==> src/rtl/hazard_unit.sv <==
// rtl/hazard_unit.sv - pipeline hazard controller with vector memory lane sequencer (optional perf counters: HAZARD_PERF_EN)
module hazard_unit #(
  parameter int VLANES = 8,
  parameter int REGW   = 5,
  parameter int PCNT_W = 16
) (
  input  logic            clk,
  input  logic            reset,
  input  logic [REGW-1:0] rsD,
  input  logic [REGW-1:0] rtD,
  input  logic [REGW-1:0] rsE,
  input  logic [REGW-1:0] rtE,
  input  logic [REGW-1:0] writeregE,
  input  logic [REGW-1:0] writeregM,
  input  logic [REGW-1:0] writeregW,
  input  logic            regwriteE,
  input  logic            regwriteM,
  input  logic            regwriteW,
  input  logic            memtoregE,
  input  logic            memtoregM,
  input  logic            memwriteM,
  input  logic            memdataM,
  input  logic [1:0]      branchD,
  input  logic            pcsrcD,
  input  logic            jumpD,
  output logic            stallF,
  output logic            stallD,
  output logic            stallE,
  output logic            stallM,
  output logic            flushD,
  output logic            flushE,
  output logic            flushW,
  output logic            forwardAD,
  output logic            forwardBD,
  output logic [1:0]      forwardAE,
  output logic [1:0]      forwardBE,
  output logic [7:0]      lane_idx,
  output logic            vmem_busy
`ifdef HAZARD_PERF_EN
  ,
  output logic [PCNT_W-1:0] stall_cycles,
  output logic [PCNT_W-1:0] flush_count
`endif
);

  typedef enum logic {IDLE, VSEQ} state_t;

  localparam logic [7:0] LAST_LANE = 8'(VLANES - 1);

  state_t     state_q, state_d;
  logic [7:0] lane_cnt_q, lane_cnt_d;

  logic       vstart, vstall, lwstall, brstall;
  logic       lane_busy;
  logic [7:0] lane_cur;
  logic       stall_fd;
  logic       active;

  // Register tag 0 is hardwired zero, so it never creates a dependency.
  function automatic logic tag_hit(input logic [REGW-1:0] a, input logic [REGW-1:0] b);
    return (a != '0) && (a == b);
  endfunction

  // Vector sequencer state register; reset abandons any lanes still outstanding.
  always_ff @(posedge clk or posedge reset) begin
    if (reset) begin
      state_q    <= IDLE;
      lane_cnt_q <= 8'd0;
    end else begin
      state_q    <= state_d;
      lane_cnt_q <= lane_cnt_d;
    end
  end

  // Vector sequencer next state: lane 0 is issued from IDLE, the rest from VSEQ.
  always_comb begin
    state_d    = state_q;
    lane_cnt_d = lane_cnt_q;
    vstall     = 1'b0;
    lane_cur   = 8'd0;
    lane_busy  = 1'b0;
    vstart     = memdataM & (memwriteM | memtoregM);
    case (state_q)
      IDLE: begin
        if (vstart && (VLANES > 1)) begin
          vstall     = 1'b1;
          state_d    = VSEQ;
          lane_cnt_d = 8'd1;
        end
      end
      VSEQ: begin
        lane_busy = 1'b1;
        lane_cur  = lane_cnt_q;
        if (lane_cnt_q == LAST_LANE) begin
          state_d    = IDLE;
          lane_cnt_d = 8'd0;
        end else begin
          vstall     = 1'b1;
          lane_cnt_d = lane_cnt_q + 8'd1;
        end
      end
      default: begin
        state_d    = IDLE;
        lane_cnt_d = 8'd0;
      end
    endcase
  end

  // Load-use and branch-compare dependency detection.
  always_comb begin
    lwstall = memtoregE & (tag_hit(rtE, rsD) | tag_hit(rtE, rtD));
    brstall = (branchD != 2'b00) &
              ((regwriteE & (tag_hit(writeregE, rsD) | tag_hit(writeregE, rtD))) |
               (memtoregM & (tag_hit(writeregM, rsD) | tag_hit(writeregM, rtD))));
  end

  // Stall, flush, forward and lane outputs; all forced low while reset is held.
  always_comb begin
    active    = ~reset;
    stall_fd  = vstall | lwstall | brstall;
    stallF    = active & stall_fd;
    stallD    = active & stall_fd;
    stallE    = active & vstall;
    stallM    = active & vstall;
    flushW    = active & vstall;
    flushE    = active & (lwstall | brstall) & ~vstall;
    flushD    = active & (pcsrcD | jumpD) & ~stall_fd;
    forwardAD = active & regwriteM & tag_hit(writeregM, rsD);
    forwardBD = active & regwriteM & tag_hit(writeregM, rtD);
    forwardAE = 2'b00;
    forwardBE = 2'b00;
    if (active) begin
      if (regwriteM && tag_hit(writeregM, rsE))      forwardAE = 2'b10;
      else if (regwriteW && tag_hit(writeregW, rsE)) forwardAE = 2'b01;
      if (regwriteM && tag_hit(writeregM, rtE))      forwardBE = 2'b10;
      else if (regwriteW && tag_hit(writeregW, rtE)) forwardBE = 2'b01;
    end
    lane_idx  = active ? lane_cur : 8'd0;
    vmem_busy = active & lane_busy;
  end

`ifdef HAZARD_PERF_EN
  logic [PCNT_W-1:0] stall_cycles_q, flush_count_q;

  // Saturating counters of stalled decode cycles and flush cycles.
  always_ff @(posedge clk or posedge reset) begin
    if (reset) begin
      stall_cycles_q <= '0;
      flush_count_q  <= '0;
    end else begin
      if (stallD && (stall_cycles_q != '1)) stall_cycles_q <= stall_cycles_q + 1'b1;
      if ((flushD || flushE) && (flush_count_q != '1)) flush_count_q <= flush_count_q + 1'b1;
    end
  end

  assign stall_cycles = stall_cycles_q;
  assign flush_count  = flush_count_q;
`endif

endmodule

==> config.mk <==
export PLATFORM = sky130hd
export DESIGN_NAME = hazard_unit
export DESIGN_NICKNAME = d
export VERILOG_FILES = /design/src/rtl/hazard_unit.sv
export SDC_FILE = /design/constraint.sdc
export NUM_CORES = 1
export LEC_CHECK = 0
export BUFFER_PORTS_ARGS = -buffer_cell sky130_fd_sc_hd__buf_4
export CAP_MARGIN = 10
export CORE_AREA = 2 2 69 71
export CTS_CLUSTER_DIAMETER = 100
export DETAILED_ROUTE_END_ITERATION = 16
export DIE_AREA = 0 0 71 73
export HOLD_SLACK_MARGIN = 0.02
export PLACE_DENSITY_LB_ADDON = 0.2
export SYNTH_ARGS = -nofsm -noshare
export SYNTH_HDL_FRONTEND = slang
export SYNTH_SLANG_ARGS = --single-unit
export TNS_END_PERCENT = 100
==> constraint.sdc <==
create_clock -name clk -period 2.25 [get_ports clk]
set_input_delay 0.45 -clock clk [delete_from_list [all_inputs] [get_ports clk]]
set_output_delay 0.45 -clock clk [all_outputs]
set_load 0.01 [all_outputs]
==> out/results.ini, run 1 <==
[critical_path]
endpoint = flushD
start_kind = flip-flop
rr_endpoint = lane_cnt_q[4]$_DFFE_PP0P_
critPathRequiredTime_ns = 1.80
worst_r2r_path_depth = 6
critPathCaptureType = output pin
reg2reg_from = lane_cnt_q[5]$_DFFE_PP0P_
worstSetupPathType = flip-flop to output pin
cp-startpoint = lane_cnt_q[5]$_DFFE_PP0P_
worst_ep_arrival_time_ns = 1.87
path_max_fanout = 3
rrSetupSlack_ns = 0.39

[clock_network]
htreeDepth = 1
cts.sinks = 9
numCtsBuffers = 3
cts_root_buf = clkbuf_8
clock_insertion_delay_worst_skew_ns = 0.24
clk_pin_slew_ns = 0.04
cts_tree = done
cts_hold_buf = 0
cts_buffer_depth = 2

[power_and_ir_drop]
ir_worst_vdd_v = 0.000238
finalPower_uw = 1210
total_leakage_power_uw = 0.000924
powerDensity_mw_per_mm2 = 576

[outcome]
violations = negative setup slack
status = complete, but fails checks

[global_routing]
antenna_found_initial = 0
grt_pass1_vias = 1395
grt_start_max_net_pins = 12
grt_pass1_wl_um = 6440
grt_usage = 0.156
gr-total-overflow = 0

[detailed_routing]
routedWlPerCell_um = 13.6
vias_per_cell = 4.80
postRouteAntennaNets = 0
dr_total_vias = 1431
drt_first_pass_iters = 4
routed_wl_um = 4050
drtIter0Drc = 56
drc_errors = 0

[logic_synthesis]
synth_edf_count = 0
synth_seq_cells = 9
avgSynthCellArea_um2 = 7.89
synthTopCellsByArea = xor2_1 (19%), dfrtp_1 (17%), xnor2_1 (15%), o21ai_0 (5.3%), and2_1 (4.2%)
synth_top_flop_cell = dfrtp_1
syn-instance-count = 168
yosys.area.top_type = xor2_1
synth.most_common_cell = xor2_1
yosysSeqAreaShare = 0.170
netlist_area_mm2 = 0.00133
synth-warning-count = 0
ys_async_sr_fraction = 1.00
synth_cell_types = 41
yosysTopAreaCellShare = 0.192
syn-num-nets = 217
synth_common_cells = xor2_1 (29), xnor2_1 (22), o21ai_0 (14)

[finish]
area_growth_syn_to_layout_pct = 58.9
final_util = 0.465
fin_nets = 294
n_antenna_cell = 0
drive_above_1_share = 0.451
fill_cells = 462

[sta]
fin_crit_sh = 1.03
finalHoldViolations = 0
setup_viol_count_final = 2
min_period_ns = 2.32
maxSlewViolCount = 0
relSlewSlack = 0.730
worst_clock_skew_ns = 0.00252
rsz0062_at_grt = yes
fmax_ghz = 0.431
fin_ws_ns = -0.0706
tightestPinTransition_ns = 0.401

[floorplanning]
fp.dieH_um = 73
core_mm2 = 0.00454
initial_core_util = 0.292
pin_count = 70
die_area_mm2 = 0.00518
num_rows = 25
die_width_um = 71

[placement]
gp_congestion = 0.825
portBuffers = 69
hpwl_um = 3350

[min_path]
hold_path.class = input port to asynchronous set/reset pin

[flow_run]
maxCapViolCount = 0

==> cells in the final DEF (no fill, tap or decap), types with 4 or more instances in the layout <==
cell,n
o21ai_0,14
xnor2_1,22
xor2_1,29
dfrtp_1,9
nand3_1,9
nor2_1,9
nor3_1,7
buf_4,85
and2_1,9
nor3_2,4
==> cells by family (layout without fill, tap and decap cells) <==
group	Yosys count	count (layout)	synth area share
adders and majority gates	1	1	0.00943
AOI/OAI and AO/OA	27	27	0.140
xor gates and xnor gates	51	51	0.337
and+or+nand+nor	62	62	0.282
DFF	9	9	0.170
buffers and inverters	18	94	0.0622
==> stage by stage <==
| stage | worst slack (ns) | instance area [um^2] | hold WS [ns] | TNS (ns) | instances |
|---|---|---|---|---|---|
| floorplan | 0.00248 | 1330 | 0.470 | 0 | 168 |
| global placement | -0.0450 | 1950 | 0.532 | -0.175 | 289 |
| detailed placement | -0.0473 | 1950 | 0.529 | -0.188 | 289 |
| CTS | -0.140 | 2040 | 0.319 | -0.384 | 296 |
| global route | -0.159 | 2110 | 0.335 | -0.617 | 298 |
| finish | -0.0706 | 2110 | 0.310 | -0.0843 | 298 |
==> what timing repair did <==
item	4_1_cts	5_1_grt
resized for setup	4	9
endpoints found under the setup margin	6	10
setup buffers	3	2
pin swaps	10	8
==> layer usage <==
metal | routed length [um] | vias up | global-route usage
li1 | - | 729 | -
met1 | 1640 | 659 | 0.179
met2 | 2180 | 38 | 0.301
met3 | 165 | 5 | 0.0166
met4 | 58 | 0 | 0.0503
met5 | 0 | - | 0
==> flip-flops by register name, indices dropped and copies added, names as in the netlist <==
register	flops
state_q	1
lane_cnt_q	8
==> report_power, final <==
| part | switching (uW) | total [uW] | internal, uW |
|---|---|---|---|
| registers | 74.3 | 291 | 217 |
| clock network | 64.9 | 188 | 124 |
| logic | 342 | 734 | 392 |
| total | 482 | 1210 | 733 |
==> worst min-delay path by stage <==
stage,startpoint,end
2_1_floorplan,reset,lane_cnt_q[0]$_DFFE_PP0P_
4_1_cts,reset,lane_cnt_q[3]$_DFFE_PP0P_
3_5_place_dp,lane_cnt_q[7]$_DFFE_PP0P_,lane_cnt_q[7]$_DFFE_PP0P_
6_report,reset,lane_cnt_q[3]$_DFFE_PP0P_
5_1_grt,reset,lane_cnt_q[3]$_DFFE_PP0P_
3_3_place_gp,lane_cnt_q[7]$_DFFE_PP0P_,lane_cnt_q[7]$_DFFE_PP0P_
==> critical path, stage by stage, from the launching register on <==
cell,delay (ns)
dfrtp_1,0.37
or4_4,0.55
nor3_2,0.12
a21o_2,0.15
inv_2,0.05
nor3_2,0.10
and4_1,0.20
buf_6,0.10
==> area by class of cell <==
cell class	count	area, um^2	area share
Clock buffer	4	45.0	0.0214
Multi-Input combinational cell	141	1090	0.517
Inverter	2	7.51	0.00356
Tap cell	54	67.6	0.0321
Sequential cell	9	225	0.107
Timing Repair Buffer	88	672	0.319
(Power assumes the default switching activity.)
==> run 2, diff against run 1 <==
--- a/config.mk
+++ b/config.mk
@@ -7,10 +7,10 @@
 export LEC_CHECK = 0
 export BUFFER_PORTS_ARGS = -buffer_cell sky130_fd_sc_hd__buf_4
 export CAP_MARGIN = 10
-export CORE_AREA = 2 2 69 71
+export CORE_AREA = 2 2 59 83
 export CTS_CLUSTER_DIAMETER = 100
 export DETAILED_ROUTE_END_ITERATION = 16
-export DIE_AREA = 0 0 71 73
+export DIE_AREA = 0 0 61 85
 export HOLD_SLACK_MARGIN = 0.02
 export PLACE_DENSITY_LB_ADDON = 0.2
 export SYNTH_ARGS = -nofsm -noshare
==> run 2 against run 1 <==
  * The run still ends with negative setup slack left
  * Routed wire length increased by 0.54%
  * Utilization increased by 1.3 points
  * Flip-flop and latch count unchanged
  * Largest cell class unchanged
==> out/results.ini, run 2 (synthesized netlist as in run 1, its figures left out) <==
[placement]
gp_congestion = 0.821
hpwl_um = 3460
portBuffers = 69
dp_slack_ns = -0.0849

[sta]
fin_ws_ns = -0.116
fmax_ghz = 0.423
rsz0062_at_grt = yes
tightestPinTransition_ns = 0.379
setup_viol_count_final = 8
tns_ns = -0.532
maxSlewViolCount = 0
worst_clock_skew_ns = 0.00290
finalHoldViolations = 0
relSlewSlack = 0.747
min_period_ns = 2.37
fin_crit_sh = 1.05

[clock_network]
cts_hold_buf = 0
htreeDepth = 1
clock_insertion_delay_worst_skew_ns = 0.24
clk_pin_slew_ns = 0.05
cts_root_buf = clkbuf_8
numCtsBuffers = 3
cts.sinks = 9
cts_buffer_depth = 2
cts_tree = done

[floorplanning]
initial_core_util = 0.297
core_mm2 = 0.00446
die_area_mm2 = 0.00519
fp.dieH_um = 85
pin_count = 70
num_rows = 29
die_width_um = 61

[critical_path]
critPathCaptureType = output pin
critPathRequiredTime_ns = 1.80
worst_ep_arrival_time_ns = 1.92
crit_buf_inv = 2
critPathTopFamily = simple AND/OR/NAND/NOR gates
start_kind = flip-flop
cpMaxStageDelayCell = or4_4
cp_cell_sequence = or4_4 > nor3_4 > a21o_2 > inv_2 > nor3_2 > and4_1 > buf_6
cpPeakStageDelay_ns = 0.56
worstSetupPathType = flip-flop to output pin
path_max_fanout = 3

[finish]
final_cell_mix = buf_4 (84), xor2_1 (29), xnor2_1 (22), o21ai_0 (14)
fin_nets = 296
largest_reg_flops = 8
reg_top3 = lane_cnt_q (8), state_q (1)
final_common_cell = buf_4
top_register = lane_cnt_q
drive_above_1_share = 0.447
area_growth_syn_to_layout_pct = 60.8
n_antenna_cell = 0

[outcome]
status = complete, but fails checks
violations = negative setup slack

[global_routing]
antenna_found_initial = 0
grt_pass1_wl_um = 6840
grt_pass1_vias = 1445
gr-total-overflow = 0
grt_usage = 0.171
grt_start_max_net_pins = 12

[detailed_routing]
vias_per_cell = 4.67
routedWlPerCell_um = 13.2
dr_total_vias = 1439
drt_first_pass_iters = 4
routed_wl_um = 4070
postRouteAntennaNets = 0
drc_errors = 0
drtIter0Drc = 65

[power_and_ir_drop]
total_leakage_power_uw = 0.000937
powerDensity_mw_per_mm2 = 585
ir_worst_vdd_v = 0.000257

[flow_run]
maxCapViolCount = 0

[min_path]
hold_path.class = input port to asynchronous set/reset pin

run 2: report_power, final:
group	internal, uW	total (uW)	switching [uW]
sequential	217	290	73.5
clock	124	194	70.0
combinational	413	764	351
total	754	1250	494
run 2: worst paths after layout:
path	startpoint	end	slack, ns	cells after the start
worst min-delay path	reset	lane_cnt_q[3]$_DFFE_PP0P_	0.26	3
worst min register to register	lane_cnt_q[0]$_DFFE_PP0P_	lane_cnt_q[0]$_DFFE_PP0P_	0.54	1
worst max-delay path	lane_cnt_q[5]$_DFFE_PP0P_	flushD	-0.12	7
min in group clk	lane_cnt_q[0]$_DFFE_PP0P_	lane_cnt_q[0]$_DFFE_PP0P_	0.54	1
max in group asynchronous	reset	lane_cnt_q[7]$_DFFE_PP0P_	1.84	3
worst max register to register	lane_cnt_q[5]$_DFFE_PP0P_	lane_cnt_q[5]$_DFFE_PP0P_	0.30	6
run 2: what timing repair did:
| item | 4_1_cts | 5_1_grt |
|---|---|---|
| buffers inserted | 3 | 4 |
| gates resized for setup | 5 | 10 |
| pin swaps | 9 | 8 |
| setup endpoints to repair | 9 | 11 |
run 2: through the flow:
stage,utilization,hold WS (ns),instances,total power [uW],area (um^2)
floorplan,-,0.470,168,702,1330
global placement,0.442,0.527,299,976,1970
detailed placement,0.442,0.528,299,984,1970
CTS,0.462,0.272,305,1200,2060
global route,0.478,0.278,308,1360,2130
finish,0.478,0.257,308,1250,2130
run 2: area by class of cell:
| cell class | count | area (um^2) |
|---|---|---|
| Sequential cell | 9 | 225 |
| Inverter | 2 | 7.51 |
| Clock buffer | 4 | 45.0 |
| Timing Repair Buffer | 90 | 698 |
| Multi-Input combinational cell | 141 | 1080 |
| Fill cell | 462 | 2330 |
| Tap cell | 62 | 77.6 |
run 2: worst min-delay path: stages:
cell   delay [ns]
buf_4        0.11
inv_1        0.08
buf_4        0.20
run 2: routing by layer:
metal | up-vias | GRT usage | share of wire
li1 | 733 | - | -
met1 | 657 | 0.204 | 0.39
met2 | 42 | 0.311 | 0.56
met3 | 7 | 0.0198 | 0.039
met4 | 0 | 0.0415 | 0.019
met5 | - | 0 | 0
